<file path="src/rtl/mdu_hazard_ctrl_if.sv">
// Handshake bundle between the pipeline hazard logic and the MDU hazard
// controller: D/E opcodes, E liveness, MDU busy feedback, and the controller's
// stall/issue/status outputs.
interface mdu_hazard_ctrl_if;
  logic [3:0]  d_md_op;
  logic [3:0]  e_md_op;
  logic        e_valid;
  logic        flush;
  logic        busy_in;
  logic        stall_d;
  logic        issue;
  logic [1:0]  state;
  logic [3:0]  cnt;
  logic        err;
  logic [15:0] stall_cnt;

  modport master (
    output d_md_op, e_md_op, e_valid, flush, busy_in,
    input  stall_d, issue, state, cnt, err, stall_cnt
  );

  modport slave (
    input  d_md_op, e_md_op, e_valid, flush, busy_in,
    output stall_d, issue, state, cnt, err, stall_cnt
  );
endinterface

</file>
<file path="src/rtl/mdu_hazard_ctrl.sv">
// MDU hazard controller: predicts multiply/divide unit occupancy with a
// down-counter, hands start opcodes to the MDU, stalls MDU-class instructions
// in D while the unit is (or is about to become) busy, flags any disagreement
// between the predicted and reported busy state, and counts stall cycles.
module mdu_hazard_ctrl #(
  parameter int MUL_LAT = 5,
  parameter int DIV_LAT = 10
) (
  input  logic              clk,
  input  logic              reset,
  mdu_hazard_ctrl_if.slave  bus
);

  typedef enum logic [1:0] {
    ST_IDLE = 2'd0,
    ST_MUL  = 2'd1,
    ST_DIV  = 2'd2
  } state_t;

  localparam logic [3:0] OP_MULT  = 4'd1;
  localparam logic [3:0] OP_MULTU = 4'd2;
  localparam logic [3:0] OP_DIV   = 4'd3;
  localparam logic [3:0] OP_DIVU  = 4'd4;
  localparam logic [3:0] OP_MTLO  = 4'd8;

  localparam logic [3:0] MUL_LAT_C = 4'(MUL_LAT);
  localparam logic [3:0] DIV_LAT_C = 4'(DIV_LAT);

  // Stall counter saturates instead of wrapping so long stalls stay visible.
  function automatic logic [15:0] sat_inc16(input logic [15:0] v);
    return (v == 16'hFFFF) ? v : v + 16'd1;
  endfunction

  state_t      r_state, w_state_nxt;
  logic [3:0]  r_cnt, w_cnt_nxt;
  logic        r_err, w_err_nxt;
  logic [15:0] r_stall_cnt, w_stall_cnt_nxt;

  logic w_e_live;
  logic w_e_start;
  logic w_e_is_mul;
  logic w_d_mdu;
  logic w_busy_pred;
  logic w_issue;
  logic w_stall_d;
  logic w_illegal;

  // Codes 9-15 fall outside both ranges and therefore behave as "none".
  assign w_e_live    = bus.e_valid & ~bus.flush;
  assign w_e_start   = (bus.e_md_op >= OP_MULT) && (bus.e_md_op <= OP_DIVU);
  assign w_e_is_mul  = (bus.e_md_op == OP_MULT) || (bus.e_md_op == OP_MULTU);
  assign w_d_mdu     = (bus.d_md_op >= OP_MULT) && (bus.d_md_op <= OP_MTLO);
  assign w_busy_pred = (r_cnt != 4'd0);

  // A live start can only be handed over when the unit is predicted idle;
  // a live start arriving while busy is a pipeline bug, flagged not issued.
  assign w_issue   = w_e_live & w_e_start & ~w_busy_pred;
  assign w_illegal = w_e_live & w_e_start &  w_busy_pred;
  assign w_stall_d = w_d_mdu & (w_busy_pred | (w_e_live & w_e_start));

  assign bus.issue     = w_issue;
  assign bus.stall_d   = w_stall_d;
  assign bus.state     = r_state;
  assign bus.cnt       = r_cnt;
  assign bus.err       = r_err;
  assign bus.stall_cnt = r_stall_cnt;

  // Next-state: load latency on issue, otherwise count down to idle.
  always_comb begin
    w_state_nxt     = r_state;
    w_cnt_nxt       = r_cnt;
    w_err_nxt       = r_err | (bus.busy_in != w_busy_pred) | w_illegal;
    w_stall_cnt_nxt = w_stall_d ? sat_inc16(r_stall_cnt) : r_stall_cnt;
    if (w_issue) begin
      w_cnt_nxt   = w_e_is_mul ? MUL_LAT_C : DIV_LAT_C;
      w_state_nxt = w_e_is_mul ? ST_MUL : ST_DIV;
    end else if (w_busy_pred) begin
      w_cnt_nxt = r_cnt - 4'd1;
      if (r_cnt == 4'd1) begin
        w_state_nxt = ST_IDLE;
      end
    end
  end

  // State registers; reset wins over issue and masks busy_in for err.
  always_ff @(posedge clk) begin
    if (reset) begin
      r_state     <= ST_IDLE;
      r_cnt       <= 4'd0;
      r_err       <= 1'b0;
      r_stall_cnt <= 16'd0;
    end else begin
      r_state     <= w_state_nxt;
      r_cnt       <= w_cnt_nxt;
      r_err       <= w_err_nxt;
      r_stall_cnt <= w_stall_cnt_nxt;
    end
  end

endmodule
</file>
<file path="src/flat_wrapper.sv">
// flat-port wrapper written by rule: the top's interface ports become plain ports
module mdu_hazard_ctrl_flat 
#(
  parameter int MUL_LAT = 5,
  parameter int DIV_LAT = 10
)
  (clk, reset, bus_d_md_op, bus_e_md_op, bus_e_valid, bus_flush, bus_busy_in, bus_stall_d, bus_issue, bus_state, bus_cnt, bus_err, bus_stall_cnt);
  mdu_hazard_ctrl_if bus_i ();
  input  logic clk;
  input  logic reset;
  input wire logic [$bits(bus_i.d_md_op)-1:0] bus_d_md_op;
  input wire logic [$bits(bus_i.e_md_op)-1:0] bus_e_md_op;
  input wire logic [$bits(bus_i.e_valid)-1:0] bus_e_valid;
  input wire logic [$bits(bus_i.flush)-1:0] bus_flush;
  input wire logic [$bits(bus_i.busy_in)-1:0] bus_busy_in;
  output wire logic [$bits(bus_i.stall_d)-1:0] bus_stall_d;
  output wire logic [$bits(bus_i.issue)-1:0] bus_issue;
  output wire logic [$bits(bus_i.state)-1:0] bus_state;
  output wire logic [$bits(bus_i.cnt)-1:0] bus_cnt;
  output wire logic [$bits(bus_i.err)-1:0] bus_err;
  output wire logic [$bits(bus_i.stall_cnt)-1:0] bus_stall_cnt;
  assign bus_i.d_md_op = bus_d_md_op;
  assign bus_i.e_md_op = bus_e_md_op;
  assign bus_i.e_valid = bus_e_valid;
  assign bus_i.flush = bus_flush;
  assign bus_i.busy_in = bus_busy_in;
  assign bus_stall_d = bus_i.stall_d;
  assign bus_issue = bus_i.issue;
  assign bus_state = bus_i.state;
  assign bus_cnt = bus_i.cnt;
  assign bus_err = bus_i.err;
  assign bus_stall_cnt = bus_i.stall_cnt;
  mdu_hazard_ctrl #(.MUL_LAT(MUL_LAT), .DIV_LAT(DIV_LAT)) u_core (.clk(clk), .reset(reset), .bus(bus_i));
endmodule
</file>
<file path="config.mk">
export PLATFORM = sky130hd
export DESIGN_NAME = mdu_hazard_ctrl_flat
export DESIGN_NICKNAME = d
export VERILOG_FILES = /design/src/rtl/mdu_hazard_ctrl_if.sv /design/src/rtl/mdu_hazard_ctrl.sv /design/src/flat_wrapper.sv
export SDC_FILE = /design/constraint.sdc
export NUM_CORES = 1
export LEC_CHECK = 0
export ABC_AREA = 1
export BUFFER_PORTS_ARGS = -buffer_cell sky130_fd_sc_hd__buf_2
export CAP_MARGIN = 30
export CELL_PAD_IN_SITES_DETAIL_PLACEMENT = 1
export CELL_PAD_IN_SITES_GLOBAL_PLACEMENT = 2
export CORE_UTILIZATION = 25
export DETAILED_ROUTE_END_ITERATION = 7
export GPL_ROUTABILITY_DRIVEN = 0
export PLACE_DENSITY_LB_ADDON = 0.3
export SLEW_MARGIN = 5
export SYNTH_ARGS = -nofsm -noshare
export SYNTH_HDL_FRONTEND = slang
export SYNTH_SLANG_ARGS = --single-unit
</file>
<file path="constraint.sdc">
create_clock -name clk -period 1.3 [get_ports clk]
set_input_delay 0.13 -clock clk [delete_from_list [all_inputs] [get_ports clk]]
set_output_delay 0.13 -clock clk [all_outputs]
set_load 0.1 [all_outputs]
</file>
Yosys cells after proc, flatten, opt, wreduce, memory -nomap -nowiden. Cells that the tools add are included.

Register bits after elaboration: 23. Bits of input ports: 13. Output and inout port bits: 25.

Add/subtract/negate cells: 2. Magnitude comparators: 4. Equal/unequal tests: 5. Muxes and demuxes: 7. Bitwise gates (word level): 11. Reduce and logical (&&, ||, !) cells: 8.

Operators with widths (number): $add 16x1->16 const B (1); $eq 16x16->1 const B (1); $mux 4 (3); $eq 4x1->1 const B (2); $ge 4x1->1 const B (2); $mux 2 (4); $and 1x1->1 (5); $eq 4x2->1 const B (1); $le 4x3->1 const B (1); $le 4x4->1 const B (1); $reduce_and 2->1 (2); $reduce_bool 2->1 (2); $reduce_bool 4->1 (1); $sub 4x1->4 const B (1); $not 1->1 (3); $or 1x1->1 (3); $logic_and 1x1->1 (2); $logic_or 1x1->1 (1); $ne 1x1->1 (1).

Logic depth before layout (Yosys ltp).
Depth in word-level cells: 6. Mapped depth: 11. Mapped depth without buffers: 10.

Least setup slack after synthesis. No wires, ideal clock.

Kind: flip-flop to output port. Start: register u_core.r_cnt[0], in the netlist u_core.bus.cnt[0]. End: output bus_stall_d. Arrival time: 2385 ps. Setup slack: -1215 ps. Stages on the path, launching flop included: 8. Path buffers: 0. Cells stage by stage: dfxtp_1 -> inv_1 -> ha_1 -> inv_1 -> nor3_4 -> nand2_4 -> nand2_4 -> inv_1.

Word-level cells in the longest chain between the ends: 3.

Ends and longest elaborated chain: from (decl) (line mdu_hazard_ctrl.sv:35) `logic [3:0] r_cnt, w_cnt_nxt;`; from (signal assigned) (line mdu_hazard_ctrl.sv:94) `r_cnt <= w_cnt_nxt;`; $reduce_bool 4->1 (line mdu_hazard_ctrl.sv:53) `assign w_busy_pred = (r_cnt != 4'd0);`; $or 1x1->1 (line mdu_hazard_ctrl.sv:59) `assign w_stall_d = w_d_mdu & (w_busy_pred | (w_e_live & w_e_start));`; $and 1x1->1 (line mdu_hazard_ctrl.sv:59); to (decl) (line flat_wrapper.sv:16) `output wire logic [$bits(bus_i.stall_d)-1:0] bus_stall_d;`.

No other way between the ends.

Final worst setup path.
Start: register u_core.r_cnt[1], in the netlist u_core.bus.cnt[1]. End: output bus_issue.

Word-level cells in the longest chain between the ends: 3.

Ends and longest elaborated chain: $reduce_bool 4->1 (line mdu_hazard_ctrl.sv:53); $not 1->1 (line mdu_hazard_ctrl.sv:57) `assign w_issue = w_e_live & w_e_start & ~w_busy_pred;`; $and 1x1->1 (line mdu_hazard_ctrl.sv:57); to (decl) (line flat_wrapper.sv:17) `output wire logic [$bits(bus_i.issue)-1:0] bus_issue;`.

No other way between the ends.

==> qor_table.md <==
| Parameter | This run | Unit |
|---|---|---|
| Boundary Pins | 38 | - |
| TritonCTS clock tree | done | - |
| Most common cell in the synthesized netlist | nand2_1 | - |
| Drt total wl | 4730 | um |
| Slew HR | 67.7 | % |
| Die area | 6200 | um2 |
| Total count of hold-check failures in the final report | 0 | - |
| Slowest cell delay on critical path | 0.36 | ns |
| Most frequent cell on the critical path | inv_2 | - |
| HPWL reported at the end of detailed placement | 3540 | um |
| Footprint of the multi-input gates | 1020 | um2 |
| GRT Util Overall | 17.1 | % |
| Area fraction of the dominant cell type after synthesis | 31.3 | % |
| Cell-by-cell trace of the critical path | inv_4 > ha_4 > inv_2 > nor3_4 > inv_2 > nor2_4 > buf_12 | - |
| Netlist area before placement | 1470 | um2 |
| Sequential area share after synthesis | 31.3 | % |
| Transition time of the tightest slew-check pin | 0.488 | ns |
| Die W | 78.7 | um |
| Synth cell count leaders | 58 x nand2_1, 23 x dfxtp_1, 21 x inv_1 | - |
| Leading cell types by total area after synthesis | dfxtp_1 31%, nand2_1 15%, a21oi_1 5.8% | - |
| Synth Area per Inst | 7.01 | um2 |
| Final antenna-violating net count | 0 | - |
| Hold buffer count at cts | 0 | - |
| Sequential power share | 21.0 | % |
| Cell family with most CP delay | buffers and inverters | - |
| Most used routing layer | met2 | - |
| Net switching fraction of the power | 47.8 | % |
| Post-layout min period | 1.64 | ns |
| Maximum number of pins on one net before global-route repair | 14 | - |
| Worst-path maximum fanout | 3 | - |
| Final period utilization | 126 | % |
| Count of fill cells added during filler insertion | 674 | - |
| Clock-pin slew of the registers on the worst-case setup and hold paths | 0.09 | ns |
| Kind of capture point of the worst setup path | primary output | - |
| Number of flip-flops and latches in the synthesized netlist | 23 | - |
| LEAKAGE | 1.12 | nW |
| Number of optimization iterations in the first detailed-route pass | 4 | - |
| Clock insertion delay at the later pin of the skew report | 0.26 | ns |
| Via count | 1651 | - |
| Worst Setup Path Type | reg2out | - |
| Fin worst setup slack | -0.342 | ns |
| GR Layer Usage met3 | 1.72 | % |
| Mapped Cells | 210 | - |
| Routed wire per std cell | 12.9 | um |
| Area of the core | 5570 | um2 |
| Clock Skews | 0.00257 | ns |
| WP buf/inv | 4 | - |
| Type of the most critical hold path | in2reg | - |
| Fraction of power consumed by the clock network | 11.0 | % |
| Combinational cell fraction of total power | 68.1 | % |
| Port Buf Inserts | 37 | - |
| Max-cap violations | 0 | - |
| Vias/cell | 4.51 | - |
| Worst-path cell with the longest stage delay | dfxtp_4 | - |
| Post-synthesis net count | 226 | - |
| Flip-flop and latch area | 531 | um2 |
| Library cell occupying the most area in the post-synthesis netlist | dfxtp_1 | - |
| Unrepaired setup endpoints after global routing | yes | - |
| Final-layout setup total negative slack | -5.55 | ns |
| P per Cell Area | 1640 | nW/um2 |
| Internal power summed over all cells | 2.17 | mW |
| Violated checks | setup timing | - |
| Number of antenna violations at the first check in global routing | 0 | - |
| Starting DRC count in detailed routing | 72 | - |
| Total CTS buffers | 3 | - |
| Final slew viol count | 0 | - |
| VDD IR max | 1.43 | mV |
| M2 GR Usage | 30.6 | % |
| Final number of setup-violating endpoints | 25 | - |
| Post-route DRC violation count | 0 | - |
| Number of clock sinks | 23 | - |
| Data required time at the worst endpoint | 1.17 | ns |
| Initial core utilization | 26.4 | % |
| Ys Warns | 0 | - |
| Bufs on Longest Clock Path | 2 | - |
| Standard cell area after detailed placement | 2270 | um2 |
| Maximum clock rate | 609 | MHz |
| Reported net switching power | 1.99 | mW |
| Nature of the critical path startpoint | register | - |
| Arrival time of data at the critical path endpoint | 1.51 | ns |
| Post-layout net count | 311 | - |
| Num rows | 27 | - |
| Met1 demand-to-capacity share in global routing | 21.7 | % |
| Post-Layout Inst Area | 2550 | um2 |
| Remaining global-route overflow | 0 | - |
| Diode insertion count for antenna repair | 0 | - |
| Number of global-route vias before repair | 1731 | - |
| H-Tree Level Count | 1 | - |
| Synthesis-to-finish area growth | 73.1 | % |
| Clk root buf | clkbuf_8 | - |
| Wire length of the first global-routing pass | 8250 | um |
| Async set-reset flop share out of synthesis | 0 | % |
| Flip-flop cell with the highest count after synthesis | dfxtp_1 | - |
| Post-synth EDFFs | 0 | - |
| Result of the run | finished with violations | - |
| Unique cell type count in the Yosys netlist | 28 | - |
| Share of layout cells above drive strength 1 | 55.4 | % |
| Y dimension of the die | 78.7 | um |
[cell usage in the layout, fill, tap and decap left out, types with 2 or more instances in the layout]
| cell type | synthesis | layout |
|---|---|---|
| xor2_1 | 4 | 4 |
| a21oi_2 | 3 | 7 |
| nand4_1 | 11 | 11 |
| buf_2 | 0 | 20 |
| a21oi_1 | 17 | 13 |
| o21ai_2 | 1 | 2 |
| nand2_4 | 2 | 8 |
| dfxtp_1 | 23 | 3 |
| inv_1 | 21 | 16 |
| dfxtp_4 | 0 | 18 |
| inv_4 | 0 | 2 |
| buf_12 | 0 | 12 |
| dfxtp_2 | 0 | 2 |
| clkbuf_8 | 0 | 3 |
| nand3_4 | 2 | 4 |
| nand2_2 | 4 | 15 |
| nand3_1 | 15 | 14 |
| nand2_1 | 58 | 41 |
| nor2_1 | 17 | 15 |
| nor2_4 | 2 | 2 |
| buf_4 | 0 | 47 |
| inv_2 | 3 | 6 |
| buf_6 | 2 | 3 |
| xnor2_1 | 8 | 8 |
| nor2_2 | 3 | 5 |
| ha_4 | 0 | 2 |
[per-layer routing]
metal / part of all wire [%] / up-vias
met2: 51 / 24
met3: 2.3 / 2
met5: 0 / -
met4: 0.51 / 0
met1: 46 / 777
li1: - / 848
[timing repair]
item | CTS | global route
cloned | 2 | 0
buffers inserted | 7 | 1
endpoints found under the setup margin | 30 | 26
gates resized for setup | 21 | 22
pin swaps | 21 | 10
[power by group through the flow]
| stage | registers, mW | logic, mW | clock network (mW) |
|---|---|---|---|
| floorplan | 1.51 | 0.896 | 0 |
| global placement | 0.887 | 2.30 | 0 |
| detailed placement | 0.892 | 2.34 | 0 |
| CTS | 0.876 | 2.74 | 0.491 |
| global route | 0.889 | 3.02 | 0.526 |
| finish | 0.873 | 2.84 | 0.458 |
[logic make-up (layout without fill, tap and decap cells)]
logic type | Yosys count | after routing | synth area share [%]
adders and majority gates | 3 | 3 | 2.55
AOI/OAI and AO/OA | 25 | 25 | 9.86
xor gates and xnor gates | 12 | 12 | 7.14
buffers and inverters | 30 | 113 | 9.52
and+or+nand+nor | 117 | 118 | 39.6
DFF | 23 | 23 | 31.3
[tightest hold or removal path, delay by kind of cell]
| kind | cells | cell delay [ns] |
|---|---|---|
| AOI/OAI and AO/OA | 2 | 0.17 |
| buffers and inverters | 1 | 0.11 |
[registers in the layout, indices dropped and copies added (netlist names)]
signal	cells
u_core.bus.cnt	4
u_core.bus.stall_cnt	16
u_core.bus.err	1
u_core.bus.state	2
[layout make-up]
| cell class | instances | area share (%) |
|---|---|---|
| flip-flops and latches | 23 | 20.8 |
| repair buffers | 84 | 29.8 |
| clock buffers | 4 | 1.77 |
| well taps | 72 | 3.54 |
| multi-input cells | 158 | 40.1 |
| inverters | 25 | 3.93 |
[worst paths after layout]
check / from / to / slack (ns) / cells after the start
setup / recovery: u_core.bus.cnt[1]$_SDFFE_PP0P_ / bus_issue / -0.34 / 7
hold / removal: bus_busy_in / u_core.bus.err$_SDFF_PP0_ / 0.18 / 3
setup reg to reg: u_core.bus.cnt[1]$_SDFFE_PP0P_ / u_core.bus.cnt[1]$_SDFFE_PP0P_ / -0.28 / 11
hold reg to reg: u_core.bus.err$_SDFF_PP0_ / u_core.bus.err$_SDFF_PP0_ / 0.46 / 2
[stage by stage]
stage | cells | hold slack, ns | power [mW] | util [%] | worst slack (ns)
floorplan | 210 | 0.300 | 2.41 | - | -0.705
global placement | 352 | 0.437 | 3.18 | 40.7 | -0.159
detailed placement | 352 | 0.455 | 3.23 | 40.7 | -0.195
CTS | 365 | 0.190 | 4.11 | 44.3 | -0.408
global route | 366 | 0.199 | 4.44 | 45.7 | -0.418
finish | 366 | 0.178 | 4.17 | 45.7 | -0.342
Power figures use the tool's default switching activity.
